### src/rtl/xbar_pkg.sv
// Shared defaults and command type for the 2-master crossbar port blocks.
// Used by both the master-side port and any slave-side reuse of the command FIFO.
package xbar_pkg;

    localparam int DEF_AW      = 8;
    localparam int DEF_DW      = 16;
    localparam int NUM_MASTERS = 2;

    typedef struct packed {
        logic              we;
        logic [DEF_AW-1:0] addr;
        logic [DEF_DW-1:0] wdata;
    } cmd_t;

    function automatic int cmd_width(input int aw, input int dw);
        return 1 + aw + dw;
    endfunction

endpackage

### src/rtl/xbar_master_port_if.sv
// Signal bundle between a master, the arbiter, the shared slave bus and one xbar_master_port.
// Handshake: a command transfers on a rising edge where cmd_valid & cmd_ready are both high;
// bus_valid, rsp_valid and rd_valid are single-cycle qualifiers with no back-pressure.
interface xbar_master_port_if
    import xbar_pkg::*;
#(
    parameter int AW     = DEF_AW,
    parameter int DW     = DEF_DW,
    parameter int MAX_RD = 3
);

    localparam int PW = $clog2(MAX_RD + 1);

    logic          cmd_valid;
    logic          cmd_ready;
    logic          cmd_we;
    logic [AW-1:0] cmd_addr;
    logic [DW-1:0] cmd_wdata;

    logic          req;
    logic          grant;

    logic          bus_valid;
    logic          bus_we;
    logic [AW-1:0] bus_addr;
    logic [DW-1:0] bus_wdata;

    logic          rsp_valid;
    logic [DW-1:0] rsp_rdata;

    logic          rd_valid;
    logic [DW-1:0] rd_data;
    logic [PW-1:0] rd_pending;
    logic          err_rsp;

    // master: the port block itself; slave: the environment around it.
    modport master (
        input  cmd_valid, cmd_we, cmd_addr, cmd_wdata,
        input  grant, rsp_valid, rsp_rdata,
        output cmd_ready, req,
        output bus_valid, bus_we, bus_addr, bus_wdata,
        output rd_valid, rd_data, rd_pending, err_rsp
    );

    modport slave (
        output cmd_valid, cmd_we, cmd_addr, cmd_wdata,
        output grant, rsp_valid, rsp_rdata,
        input  cmd_ready, req,
        input  bus_valid, bus_we, bus_addr, bus_wdata,
        input  rd_valid, rd_data, rd_pending, err_rsp
    );

endinterface

### src/rtl/xbar_cmd_fifo.sv
// Synchronous circular-buffer FIFO with occupancy count; shared by master and slave ports.
// A push while full is only taken when a pop happens in the same cycle.
module xbar_cmd_fifo #(
    parameter int DEPTH = 4,
    parameter int W     = 25
) (
    input  logic                       clk,
    input  logic                       rst_n,
    input  logic                       push,
    input  logic [W-1:0]               din,
    input  logic                       pop,
    output logic [W-1:0]               dout,
    output logic                       full,
    output logic                       empty,
    output logic [$clog2(DEPTH):0]     count
);

    localparam int PTR_W = $clog2(DEPTH);
    localparam int CW    = PTR_W + 1;

    logic [W-1:0]     mem [DEPTH];
    logic [PTR_W-1:0] wr_ptr;
    logic [PTR_W-1:0] rd_ptr;
    logic             do_push;
    logic             do_pop;

    assign full    = (count == CW'(DEPTH));
    assign empty   = (count == '0);
    assign do_pop  = pop & ~empty;
    assign do_push = push & (~full | do_pop);
    assign dout    = mem[rd_ptr];

    always_ff @(posedge clk) begin
        if (do_push) begin
            mem[wr_ptr] <= din;
        end
    end

    // DEPTH is a power of two, so pointer overflow is the modulo wrap.
    always_ff @(posedge clk or negedge rst_n) begin
        if (!rst_n) begin
            wr_ptr <= '0;
            rd_ptr <= '0;
            count  <= '0;
        end else begin
            if (do_push) begin
                wr_ptr <= wr_ptr + PTR_W'(1);
            end
            if (do_pop) begin
                rd_ptr <= rd_ptr + PTR_W'(1);
            end
            count <= count + CW'(do_push) - CW'(do_pop);
        end
    end

endmodule

### src/rtl/xbar_master_port.sv
// Master-side crossbar port: queues commands, requests the registered arbiter, issues one
// command per useful grant and tracks outstanding reads so responses return in order.
module xbar_master_port
    import xbar_pkg::*;
#(
    parameter int AW     = DEF_AW,
    parameter int DW     = DEF_DW,
    parameter int DEPTH  = 4,
    parameter int MAX_RD = 3
) (
    input  logic                 clk,
    input  logic                 rst_n,
    xbar_master_port_if.master   pif
);

    localparam int CW    = $clog2(DEPTH) + 1;
    localparam int PW    = $clog2(MAX_RD + 1);
    localparam int CMD_W = cmd_width(AW, DW);
    localparam logic [PW-1:0] PEND_MAX = PW'(MAX_RD);

    logic [CMD_W-1:0] head_raw;
    logic             head_we;
    logic [AW-1:0]    head_addr;
    logic [DW-1:0]    head_wdata;
    logic             fifo_full;
    logic             fifo_empty;
    logic [CW-1:0]    fifo_count;

    logic [PW-1:0]    pend;
    logic             err_q;
    logic             rd_valid_q;
    logic [DW-1:0]    rd_data_q;

    logic             below_limit;
    logic             head_ok;
    logic             req_ok;
    logic             issue;
    logic             rd_issue;
    logic             accept;

    assign accept = pif.cmd_valid & ~fifo_full;

    xbar_cmd_fifo #(
        .DEPTH (DEPTH),
        .W     (CMD_W)
    ) u_fifo (
        .clk   (clk),
        .rst_n (rst_n),
        .push  (accept),
        .din   ({pif.cmd_we, pif.cmd_addr, pif.cmd_wdata}),
        .pop   (issue),
        .dout  (head_raw),
        .full  (fifo_full),
        .empty (fifo_empty),
        .count (fifo_count)
    );

    assign {head_we, head_addr, head_wdata} = head_raw;

    // cmd_ready comes only from the registered count, never from grant.
    assign pif.cmd_ready = ~fifo_full;

    assign below_limit = (pend < PEND_MAX);
    assign head_ok     = ~fifo_empty & (head_we | below_limit);
    assign issue       = pif.grant & head_ok;
    assign rd_issue    = issue & ~head_we;

    // A retiring response frees a read slot by the time the resulting grant arrives.
    assign req_ok  = ~fifo_empty & (head_we | below_limit | pif.rsp_valid);
    assign pif.req = req_ok & ((fifo_count >= CW'(2)) |
                               ((fifo_count == CW'(1)) & ~pif.grant));

    assign pif.bus_valid = issue;
    assign pif.bus_we    = issue ? head_we    : 1'b0;
    assign pif.bus_addr  = issue ? head_addr  : '0;
    assign pif.bus_wdata = issue ? head_wdata : '0;

    always_ff @(posedge clk or negedge rst_n) begin
        if (!rst_n) begin
            pend       <= '0;
            err_q      <= 1'b0;
            rd_valid_q <= 1'b0;
            rd_data_q  <= '0;
        end else begin
            rd_valid_q <= pif.rsp_valid;
            if (pif.rsp_valid) begin
                rd_data_q <= pif.rsp_rdata;
            end
            if (pif.rsp_valid && pend == '0 && !rd_issue) begin
                err_q <= 1'b1;
            end
            case ({rd_issue, pif.rsp_valid})
                2'b10: if (below_limit) pend <= pend + PW'(1);
                2'b01: if (pend != '0)  pend <= pend - PW'(1);
                default: pend <= pend;
            endcase
        end
    end

    assign pif.rd_valid   = rd_valid_q;
    assign pif.rd_data    = rd_data_q;
    assign pif.rd_pending = pend;
    assign pif.err_rsp    = err_q;

endmodule

### src/flat_wrapper.sv
// flat-port wrapper written by rule: the top's interface ports become plain ports
module xbar_master_port_flat import xbar_pkg::*;
#(
    parameter int AW     = DEF_AW,
    parameter int DW     = DEF_DW,
    parameter int DEPTH  = 4,
    parameter int MAX_RD = 3
)
  (clk, rst_n, pif_cmd_valid, pif_cmd_we, pif_cmd_addr, pif_cmd_wdata, pif_grant, pif_rsp_valid, pif_rsp_rdata, pif_cmd_ready, pif_req, pif_bus_valid, pif_bus_we, pif_bus_addr, pif_bus_wdata, pif_rd_valid, pif_rd_data, pif_rd_pending, pif_err_rsp);
  xbar_master_port_if #(.AW(AW), .DW(DW), .MAX_RD(MAX_RD)) pif_i ();
  input  logic clk;
  input  logic rst_n;
  input wire logic [$bits(pif_i.cmd_valid)-1:0] pif_cmd_valid;
  input wire logic [$bits(pif_i.cmd_we)-1:0] pif_cmd_we;
  input wire logic [$bits(pif_i.cmd_addr)-1:0] pif_cmd_addr;
  input wire logic [$bits(pif_i.cmd_wdata)-1:0] pif_cmd_wdata;
  input wire logic [$bits(pif_i.grant)-1:0] pif_grant;
  input wire logic [$bits(pif_i.rsp_valid)-1:0] pif_rsp_valid;
  input wire logic [$bits(pif_i.rsp_rdata)-1:0] pif_rsp_rdata;
  output wire logic [$bits(pif_i.cmd_ready)-1:0] pif_cmd_ready;
  output wire logic [$bits(pif_i.req)-1:0] pif_req;
  output wire logic [$bits(pif_i.bus_valid)-1:0] pif_bus_valid;
  output wire logic [$bits(pif_i.bus_we)-1:0] pif_bus_we;
  output wire logic [$bits(pif_i.bus_addr)-1:0] pif_bus_addr;
  output wire logic [$bits(pif_i.bus_wdata)-1:0] pif_bus_wdata;
  output wire logic [$bits(pif_i.rd_valid)-1:0] pif_rd_valid;
  output wire logic [$bits(pif_i.rd_data)-1:0] pif_rd_data;
  output wire logic [$bits(pif_i.rd_pending)-1:0] pif_rd_pending;
  output wire logic [$bits(pif_i.err_rsp)-1:0] pif_err_rsp;
  assign pif_i.cmd_valid = pif_cmd_valid;
  assign pif_i.cmd_we = pif_cmd_we;
  assign pif_i.cmd_addr = pif_cmd_addr;
  assign pif_i.cmd_wdata = pif_cmd_wdata;
  assign pif_i.grant = pif_grant;
  assign pif_i.rsp_valid = pif_rsp_valid;
  assign pif_i.rsp_rdata = pif_rsp_rdata;
  assign pif_cmd_ready = pif_i.cmd_ready;
  assign pif_req = pif_i.req;
  assign pif_bus_valid = pif_i.bus_valid;
  assign pif_bus_we = pif_i.bus_we;
  assign pif_bus_addr = pif_i.bus_addr;
  assign pif_bus_wdata = pif_i.bus_wdata;
  assign pif_rd_valid = pif_i.rd_valid;
  assign pif_rd_data = pif_i.rd_data;
  assign pif_rd_pending = pif_i.rd_pending;
  assign pif_err_rsp = pif_i.err_rsp;
  xbar_master_port #(.AW(AW), .DW(DW), .DEPTH(DEPTH), .MAX_RD(MAX_RD)) u_core (.clk(clk), .rst_n(rst_n), .pif(pif_i));
endmodule
### config.mk
export PLATFORM = sky130hd
export DESIGN_NAME = xbar_master_port_flat
export DESIGN_NICKNAME = d
export VERILOG_FILES = /design/src/rtl/xbar_pkg.sv /design/src/rtl/xbar_master_port_if.sv /design/src/rtl/xbar_cmd_fifo.sv /design/src/rtl/xbar_master_port.sv /design/src/flat_wrapper.sv
export SDC_FILE = /design/constraint.sdc
export NUM_CORES = 1
export LEC_CHECK = 0
export CORE_MARGIN = 8
export CORE_UTILIZATION = 50
export CTS_CLUSTER_DIAMETER = 40
export DETAILED_ROUTE_END_ITERATION = 16
export PLACE_DENSITY_LB_ADDON = 0.08
export SKIP_CTS_REPAIR_TIMING = 1
export SYNTH_ARGS = -nofsm -noshare
export SYNTH_HDL_FRONTEND = slang
export SYNTH_SLANG_ARGS = --single-unit
### constraint.sdc
create_clock -name clk -period 4.2 [get_ports clk]
set_input_delay 0.42 -clock clk [delete_from_list [all_inputs] [get_ports clk]]
set_output_delay 0.42 -clock clk [all_outputs]
set_load 0.01 [all_outputs]
==> flow_summary.yaml, run 1 <==
status:
  outcome: "finished clean"
worst_setup_path:
  path_class: "register to output pin"
  cp_data_arrival_time_ps: 3080
  cp-end-kind: "output pin"
  cp.required_ps: 3780
  startpoint_type: "register"
  crit_fanout: 16
clocking:
  clock_path_buffers: 2
  cts_made_buffers: 17
  htreeDepth: 4
  cts_root_buffer: "clkbuf_8"
  tritoncts: "built"
  cts_sinks: 127
  clkTransAtPathRegs_ps: 50
  clock_latency_ps: 510
power_and_ir_drop:
  clockPowerShare_pct: 31.5
  power_density_nw_per_um2: 666
  power_frac_seq_pct: 39.3
  p_int_mw: 3.34
  comb_power_share_pct: 29.2
  sw_frac_of_total_pct: 27.4
  p_leak_nw: 2.48
  p_sw_mw: 1.26
  vdd_drop_max_mv: 0.356
  total_power_mw: 4.61
finish:
  final_core_utilization_pct: 67.3
  layout.nets: 439
  diodes: 0
  area_growth_pct: 31.9
  drive_gt1_share_pct: 19.7
synth:
  synth_top_cell_by_area: "edfxtp_1"
  ys_seq_area_share_pct: 70.2
  yosys.cell_count.top_type: "edfxtp_1"
  synth_top_area_share_pct: 57.3
  syn_area_per_cell_um2: 19.0
  synth_nets: 332
  synth_warnings: 0
  synth_area_um2: 5240
  dominantRegCellSynth: "edfxtp_1"
  synth_commonest_cells: "edfxtp_1 (100), dfrtp_1 (27), nor3b_1 (23)"
  synth-seq-cells: 127
  netlist_top_cells_area: "edfxtp_1 (57%), dfrtp_1 (13%), mux4_2 (6.9%), mux4_1 (4.5%), mux2_2 (3.7%)"
  netlist_instances: 276
  async_flop_share_pct: 21.3
  synth-edff-count: 100
  ys_types: 40
detailed_routing:
  drtAntennaViolNets: 0
  wl_per_cell_um: 19.2
  dr.first_iter.drc_count: 131
  dr.pass1.iters: 4
  vias_per_cell: 5.35
  drc_errors: 0
  wirelength_um: 10200
  vias: 2843
timing:
  finalHoldViolCount: 0
  layout_min_cycle_time_ps: 3500
  fin_skew_ps: 4.55
  fin_crit_sh_pct: 83.4
  finalSetupViolations: 0
  worst_slew_pin_slew_ps: 915
  fin_tns_setup_ps: 0
  rsz0062_at_grt: "no"
  max_freq_mhz: 286
  slew_headroom_pct: 39.0
  drv_slew: 0
global_routing:
  grt.total_usage_pct: 15.7
  grt_first_pass_wirelength_um: 16900
  grt_pass1_vias: 3181
  antenna_found_initial: 0
  overflow: 0
  grt_max_degree: 28
die:
  die-area_um2: 14000
  die_h_um: 118
  chipWidth_um: 118
  initial_core_util_pct: 51.0
  rows: 37
  core_um2: 10300
  io_pins: 94
worst_hold_path:
  min_path_type: "input pin to async pin"
placed_design:
  gp_congestion: 0.685
  port-buffer-count: 93
  hpwl_um: 6640
flow_run:
  drv_cap: 0
-- power by group through the flow --
stage | logic (mW) | clock network, mW | registers [mW]
2_1_floorplan | 0.902 | 0 | 1.74
3_3_place_gp | 1.35 | 0 | 1.83
3_5_place_dp | 1.37 | 0 | 1.84
4_1_cts | 1.38 | 1.48 | 1.82
5_1_grt | 1.47 | 1.54 | 1.85
6_report | 1.35 | 1.45 | 1.81
-- through the flow --
stage / cells / hold WS, ps / worst slack [ps] / area (um^2)
after floorplan: 276 / 124 / 1860 / 5240
after global placement: 500 / 452 / 1200 / 6320
after detailed placement: 500 / 477 / 1140 / 6320
after CTS: 531 / 285 / 599 / 6920
after global routing: 531 / 304 / 465 / 6920
final: 531 / 290 / 698 / 6920
-- placed cells by master (no fill, tap or decap), types with 2 or more instances in the layout --
cell,count
a21oi_1,3
and3_1,4
buf_4,10
bufinv_16,4
clkbuf_1,3
clkbuf_16,16
clkdlybuf4s50_1,93
clkinv_2,2
clkinv_4,2
clkinvlp_4,2
dfrtp_1,26
edfxtp_1,100
ha_1,9
inv_1,12
mux2_2,17
mux4_1,9
mux4_2,16
nand2_1,5
nand3_1,2
nor2_1,5
nor3_1,2
nor3b_1,23
o21ai_0,6
xnor2_1,2
-- path summary, 6_finish.rpt --
kind                                                          start                             endpoint  slack (ps)  cells past startpoint
worst max register to register  u_core.u_fifo.rd_ptr[1]$_DFFE_PN0N_     u_core.u_fifo.count[2]$_DFF_PN0_        1300                      8
worst min register to register       u_core.pif.err_rsp$_DFFE_PN0P_       u_core.pif.err_rsp$_DFFE_PN0P_         490                      2
min in group clk                     u_core.pif.err_rsp$_DFFE_PN0P_       u_core.pif.err_rsp$_DFFE_PN0P_         490                      2
worst max-delay path            u_core.u_fifo.rd_ptr[1]$_DFFE_PN0N_                     pif_bus_wdata[5]         700                      5
worst min-delay path                                          rst_n   u_core.pif.rd_data[15]$_DFFE_PN0P_         290                      2
max in group asynchronous                                     rst_n  u_core.u_fifo.rd_ptr[0]$_DFFE_PN0N_        3640                      2
-- cells by family after synthesis --
kind of cell	synth area share, %
flip-flops	70.2
AND/OR/NAND/NOR	6.01
multiplexers	15.5
buffers and inverters	2.89
AO/OA/AOI/OAI	2.58
adder cells (fa/ha/maj)	2.53
XOR/XNOR	0.334
-- routing by layer --
layer  track usage [%]  vias up  wire (um)
met5                 0        -          0
met4              6.09        0         99
met3              5.76        8        629
met2              25.9       89       5200
met1              18.4     1436       4280
li1                  -     1310          -
-- sequential cells by signal, summed over array words and instances (netlist names) --
register and cells:
u_core.pif.rd_pending 2, u_core.u_fifo.wr_ptr 2, u_core.pif.rd_data 16, u_core.pif.rd_valid 1
u_core.u_fifo.mem 100, u_core.u_fifo.rd_ptr 2, u_core.pif.err_rsp 1, u_core.u_fifo.count 3
-- critical path, stage by stage, from the launching register on --
cell             delay [ps]
dfrtp_1                 780
mux2_2                  460
o22ai_4                 430
buf_4                   300
nor3b_1                  80
clkdlybuf4s50_1         520
-- final cells by class --
type / count / area (um^2)
inverter: 12 / 45.0
clock buffer: 20 / 425
tap: 136 / 170
clock inverter: 11 / 166
fill: 736 / 3360
sequential: 127 / 3680
timing repair buffer: 103 / 1010
multi-input combinational: 122 / 1420
Note: power is estimated with default switching activity, not from simulation.
==> inputs of run 2 (changes only) <==
--- a/config.mk
+++ b/config.mk
@@ -6,7 +6,7 @@
 export NUM_CORES = 1
 export LEC_CHECK = 0
 export CORE_MARGIN = 8
-export CORE_UTILIZATION = 50
+export CORE_UTILIZATION = 47
 export CTS_CLUSTER_DIAMETER = 40
 export DETAILED_ROUTE_END_ITERATION = 16
 export PLACE_DENSITY_LB_ADDON = 0.08
==> constraint.sdc (replaced) <==
create_clock -name clk -period 3.15 [get_ports clk]
set_input_delay 0.315 -clock clk [delete_from_list [all_inputs] [get_ports clk]]
set_output_delay 0.315 -clock clk [all_outputs]
set_load 0.01 [all_outputs]
==> flow_summary.yaml, run 2 (synthesis gave the netlist of run 1 again) <==
clocking:
  cts_root_buffer: "clkbuf_8"
  htreeDepth: 4
  tritoncts: "built"
  clock_path_buffers: 2
  cts_sinks: 127
  cts_made_buffers: 17
  clock_latency_ps: 500
  clkTransAtPathRegs_ps: 50
placed_design:
  dpl-instance-area_um2: 6360
  dp_slack_ps: 581
  hpwl_um: 6850
  port-buffer-count: 93
  gp_congestion: 0.704
timing:
  fin_skew_ps: 4.88
  slew_headroom_pct: 69.6
  fin_ws_ps: 229
  fin_tns_setup_ps: 0
  drv_slew: 0
  max_freq_mhz: 342
  finalHoldViolCount: 0
  layout_min_cycle_time_ps: 2920
  rsz0062_at_grt: "no"
  worst_slew_pin_slew_ps: 456
  fin_crit_sh_pct: 92.7
  finalSetupViolations: 0
worst_setup_path:
  reg2reg_to: "u_core.u_fifo.count[2]$_DFF_PN0_"
  cp_data_arrival_time_ps: 2610
  crit_path_top_delay_cell: "dfrtp_4"
  path_class: "register to output pin"
  crit_fanout: 19
  r2r_start: "u_core.u_fifo.rd_ptr[0]$_DFFE_PN0N_"
  rrSetupSlack_ps: 670
  crit_chain: "buf_4 -> mux4_1 -> nor3b_1 -> clkdlybuf4s50_1"
  reg2reg_depth: 8
  cp-end-kind: "output pin"
  max_stage_delay_ps: 610
  cp.required_ps: 2830
  startpoint_type: "register"
global_routing:
  overflow: 0
  antenna_found_initial: 0
  grt_max_degree: 28
  grt_pass1_vias: 3134
  grt_first_pass_wirelength_um: 16400
  grt.total_usage_pct: 14.6
detailed_routing:
  wirelength_um: 10300
  dr.pass1.iters: 4
  wl_per_cell_um: 19.1
  vias: 2825
  drtAntennaViolNets: 0
  vias_per_cell: 5.23
  drc_errors: 0
  dr.first_iter.drc_count: 165
finish:
  largest_reg_flops: 100
  drive_gt1_share_pct: 20.8
  top_register: "u_core.u_fifo.mem"
  layout.nets: 443
  area_growth_pct: 31.8
  final_cell_mix: "edfxtp_1 (100), clkdlybuf4s50_1 (93), dfrtp_1 (26), nor3b_1 (23)"
  diodes: 0
  stdcell_area_um2: 6910
  layout_commonest_cell: "edfxtp_1"
  final_core_utilization_pct: 63.5
die:
  core_um2: 10900
  chipWidth_um: 122
  die-area_um2: 14800
  die_h_um: 122
  io_pins: 94
  rows: 38
  initial_core_util_pct: 48.2
power_and_ir_drop:
  p_leak_nw: 2.49
  power_density_nw_per_um2: 866
  vdd_drop_max_mv: 0.437
worst_hold_path:
  min_path_type: "input pin to async pin"
flow_run:
  drv_cap: 0
status:
  outcome: "finished clean"
-- run 2: cell types whose count changed in the layout (fill, tap and decap cells not counted) --
cell / delta
buf_4: +4
bufinv_16: -4
clkbuf_1: +1
clkbuf_16: +1
clkbuf_8: +5
clkinv_1: -1
clkinv_2: +2
clkinv_4: -2
clkinvlp_4: -1
dfrtp_2: -1
dfrtp_4: +1
-- run 2: layout make-up --
type,instances,area [um^2]
well taps,140,175
flip-flops and latches,127,3680
clock buffers,27,523
repair buffers,107,1040
multi-input cells,122,1420
inverters,12,45.0
clock inverters,5,27.5
fillers,824,3980
-- run 2: layer usage --
metal	global-route usage, %	vias up	wire length (um)
met1	17.9	1429	4620
met4	7.09	0	142
met2	23.6	66	5040
li1	-	1319	-
met5	0	-	0
met3	4.16	11	498
-- run 2: worst max-delay path by stage --
stage / startpoint / endpoint / cells after the start
final: u_core.u_fifo.rd_ptr[0]$_DFFE_PN0N_ / pif_bus_addr[2] / 4
after global routing: u_core.u_fifo.rd_ptr[0]$_DFFE_PN0N_ / pif_bus_addr[4] / 5
after CTS: u_core.u_fifo.rd_ptr[0]$_DFFE_PN0N_ / pif_bus_addr[1] / 4
after detailed placement: u_core.u_fifo.rd_ptr[0]$_DFFE_PN0N_ / u_core.u_fifo.count[2]$_DFF_PN0_ / 8
after global placement: u_core.u_fifo.rd_ptr[0]$_DFFE_PN0N_ / u_core.u_fifo.count[2]$_DFF_PN0_ / 8
after floorplan: u_core.u_fifo.rd_ptr[1]$_DFFE_PN0N_ / u_core.u_fifo.count[2]$_DFF_PN0_ / 10
-- run 2: power by group --
group / internal [mW] / switching [mW] / total [mW]
combinational: 1.02 / 0.825 / 1.85
sequential: 2.18 / 0.197 / 2.38
clock: 1.11 / 0.644 / 1.76
total: 4.32 / 1.67 / 5.99
-- run 2: through the flow --
stage / std cells / hold WS, ps / power, mW
6_report: 540 / 194 / 5.99
3_5_place_dp: 508 / 453 / 4.29
4_1_cts: 540 / 181 / 6.07
5_1_grt: 540 / 224 / 6.31
2_1_floorplan: 276 / 19.4 / 3.53
3_3_place_gp: 508 / 447 / 4.26
-- run 2: critical path: cells and delay by family, from the launching register on --
family	cells	cell delay [ps]
buf+inv	2	770
mux	1	560
simple gates	1	150
flops	1	610
==> inputs of run 3 (changes only) <==
--- a/config.mk
+++ b/config.mk
@@ -5,12 +5,15 @@
 export SDC_FILE = /design/constraint.sdc
 export NUM_CORES = 1
 export LEC_CHECK = 0
+export CELL_PAD_IN_SITES_DETAIL_PLACEMENT = 0
+export CELL_PAD_IN_SITES_GLOBAL_PLACEMENT = 2
 export CORE_MARGIN = 8
-export CORE_UTILIZATION = 47
+export CORE_UTILIZATION = 35
 export CTS_CLUSTER_DIAMETER = 40
 export DETAILED_ROUTE_END_ITERATION = 16
 export PLACE_DENSITY_LB_ADDON = 0.08
 export SKIP_CTS_REPAIR_TIMING = 1
+export SLEW_MARGIN = 25
 export SYNTH_ARGS = -nofsm -noshare
 export SYNTH_HDL_FRONTEND = slang
 export SYNTH_SLANG_ARGS = --single-unit
==> flow_summary.yaml, run 3 (synthesis gave the netlist of run 1 again) <==
finish:
  area_growth_pct: 33.5
  stdcell_area_um2: 7000
  final_cell_mix: "edfxtp_1 (100), clkdlybuf4s50_1 (93), dfrtp_1 (26), nor3b_1 (23)"
  layout_commonest_cell: "edfxtp_1"
  largest_reg_flops: 100
  diodes: 0
  instances_no_fill: 583
  drive_gt1_share_pct: 21.1
  layout.nets: 442
  top_register: "u_core.u_fifo.mem"
global_routing:
  grt_first_pass_wirelength_um: 17500
  grt.total_usage_pct: 12.0
  antenna_found_initial: 0
  grt_pass1_vias: 3100
  overflow: 0
  grt_max_degree: 28
detailed_routing:
  wl_per_cell_um: 19.1
  vias_per_cell: 4.90
  dr.first_iter.drc_count: 159
  vias: 2859
  drc_errors: 0
  dr.pass1.iters: 4
  drtAntennaViolNets: 0
  wirelength_um: 11100
die:
  io_pins: 94
  rows: 44
  die-area_um2: 19200
  initial_core_util_pct: 35.9
  die_h_um: 138
  core_um2: 14600
  chipWidth_um: 138
timing:
  finalHoldViolCount: 0
  worst_slew_pin_slew_ps: 838
  finalSetupViolations: 0
  hold_slack_ps: 295
  layout_min_cycle_time_ps: 2870
  fin_crit_sh_pct: 91.2
  fin_tns_setup_ps: 0
  fin_skew_ps: 4.54
  drv_slew: 0
  rsz0062_at_grt: "no"
  slew_headroom_pct: 44.2
  max_freq_mhz: 348
power_and_ir_drop:
  p_leak_nw: 2.50
  sw_frac_of_total_pct: 28.5
  power_density_nw_per_um2: 887
  power_frac_seq_pct: 37.9
  p_int_mw: 4.44
  p_sw_mw: 1.77
  vdd_drop_max_mv: 0.559
  clockPowerShare_pct: 31.4
  comb_power_share_pct: 30.6
  total_power_mw: 6.21
clocking:
  cts_root_buffer: "clkbuf_16"
  clock_latency_ps: 410
  tritoncts: "built"
  cts_made_buffers: 17
  clock_path_buffers: 2
  cts_sinks: 127
  clkTransAtPathRegs_ps: 50
  htreeDepth: 4
worst_setup_path:
  crit_chain: "o31ai_4 -> buf_4 -> nor2_1 -> clkdlybuf4s50_1"
  cp.required_ps: 2830
  max_stage_delay_ps: 760
  startpoint_type: "register"
  cp-end-kind: "output pin"
  path_class: "register to output pin"
  rrSetupSlack_ps: 520
  crit_fanout: 17
  cp_data_arrival_time_ps: 2560
  crit_path_top_delay_cell: "o31ai_4"
placed_design:
  gp_congestion: 0.651
  placed_cells: 549
  hpwl_um: 6940
  port-buffer-count: 93
  dpl-instance-area_um2: 6390
status:
  outcome: "finished clean"
flow_run:
  drv_cap: 0
worst_hold_path:
  min_path_type: "input pin to async pin"
run 3: cell types whose count changed in the layout (fill, tap and decap cells not counted):
cell / delta
bufinv_16: +3
clkinv_1: +1
clkbuf_8: -6
inv_6: +3
clkinv_4: +2
buf_4: -1
clkbuf_1: -3
dfrtp_2: +1
dfrtp_4: -1
run 3: cell type report:
class | count | area, um^2
fillers | 1257 | 7590
flip-flops and latches | 127 | 3680
multi-input cells | 122 | 1420
clock inverters | 14 | 165
clock buffers | 18 | 429
inverters | 12 | 45.0
repair buffers | 106 | 1030
well taps | 184 | 230
run 3: through the flow:
stage          utilization, %  worst slack (ps)
2_1_floorplan               -               808
3_3_place_gp             43.8               533
3_5_place_dp             43.8               490
4_1_cts                  47.9              80.5
5_1_grt                  48.0              85.5
6_report                 48.0               278
run 3: path summary, 6_finish.rpt:
path	startpoint	endpoint	depth (start not counted)
min in group clk	u_core.pif.err_rsp$_DFFE_PN0P_	u_core.pif.err_rsp$_DFFE_PN0P_	2
worst min-delay path	rst_n	u_core.pif.rd_data[9]$_DFFE_PN0P_	2
max in group asynchronous	rst_n	u_core.u_fifo.rd_ptr[0]$_DFFE_PN0N_	2
worst max register to register	u_core.u_fifo.count[1]$_DFF_PN0_	u_core.pif.rd_pending[1]$_DFFE_PN0P_	8
worst min register to register	u_core.pif.err_rsp$_DFFE_PN0P_	u_core.pif.err_rsp$_DFFE_PN0P_	2
worst max-delay path	u_core.u_fifo.count[1]$_DFF_PN0_	pif_bus_we	4
run 3: power groups by stage:
stage,Combinational (mW),Clock [mW],Sequential (mW)
5_1_grt,2.09,2.06,2.40
3_5_place_dp,1.95,0,2.39
3_3_place_gp,1.94,0,2.38
2_1_floorplan,1.20,0,2.32
6_report,1.90,1.95,2.35
4_1_cts,1.96,2.00,2.36
run 3: critical path, delay by kind of cell (launching register included):
family | cells | cell delay, ps
buffers and inverters | 2 | 870
AO/OA/AOI/OAI | 1 | 760
flip-flops | 1 | 420
AND/OR/NAND/NOR | 1 | 90
run 3: layer usage:
metal | vias up | share of wire [%] | track usage (%)
li1 | 1312 | - | -
met1 | 1457 | 46 | 14.6
met2 | 77 | 47 | 18.8
met3 | 13 | 5.7 | 5.17
met4 | 0 | 1.1 | 3.78
met5 | - | 0 | 0
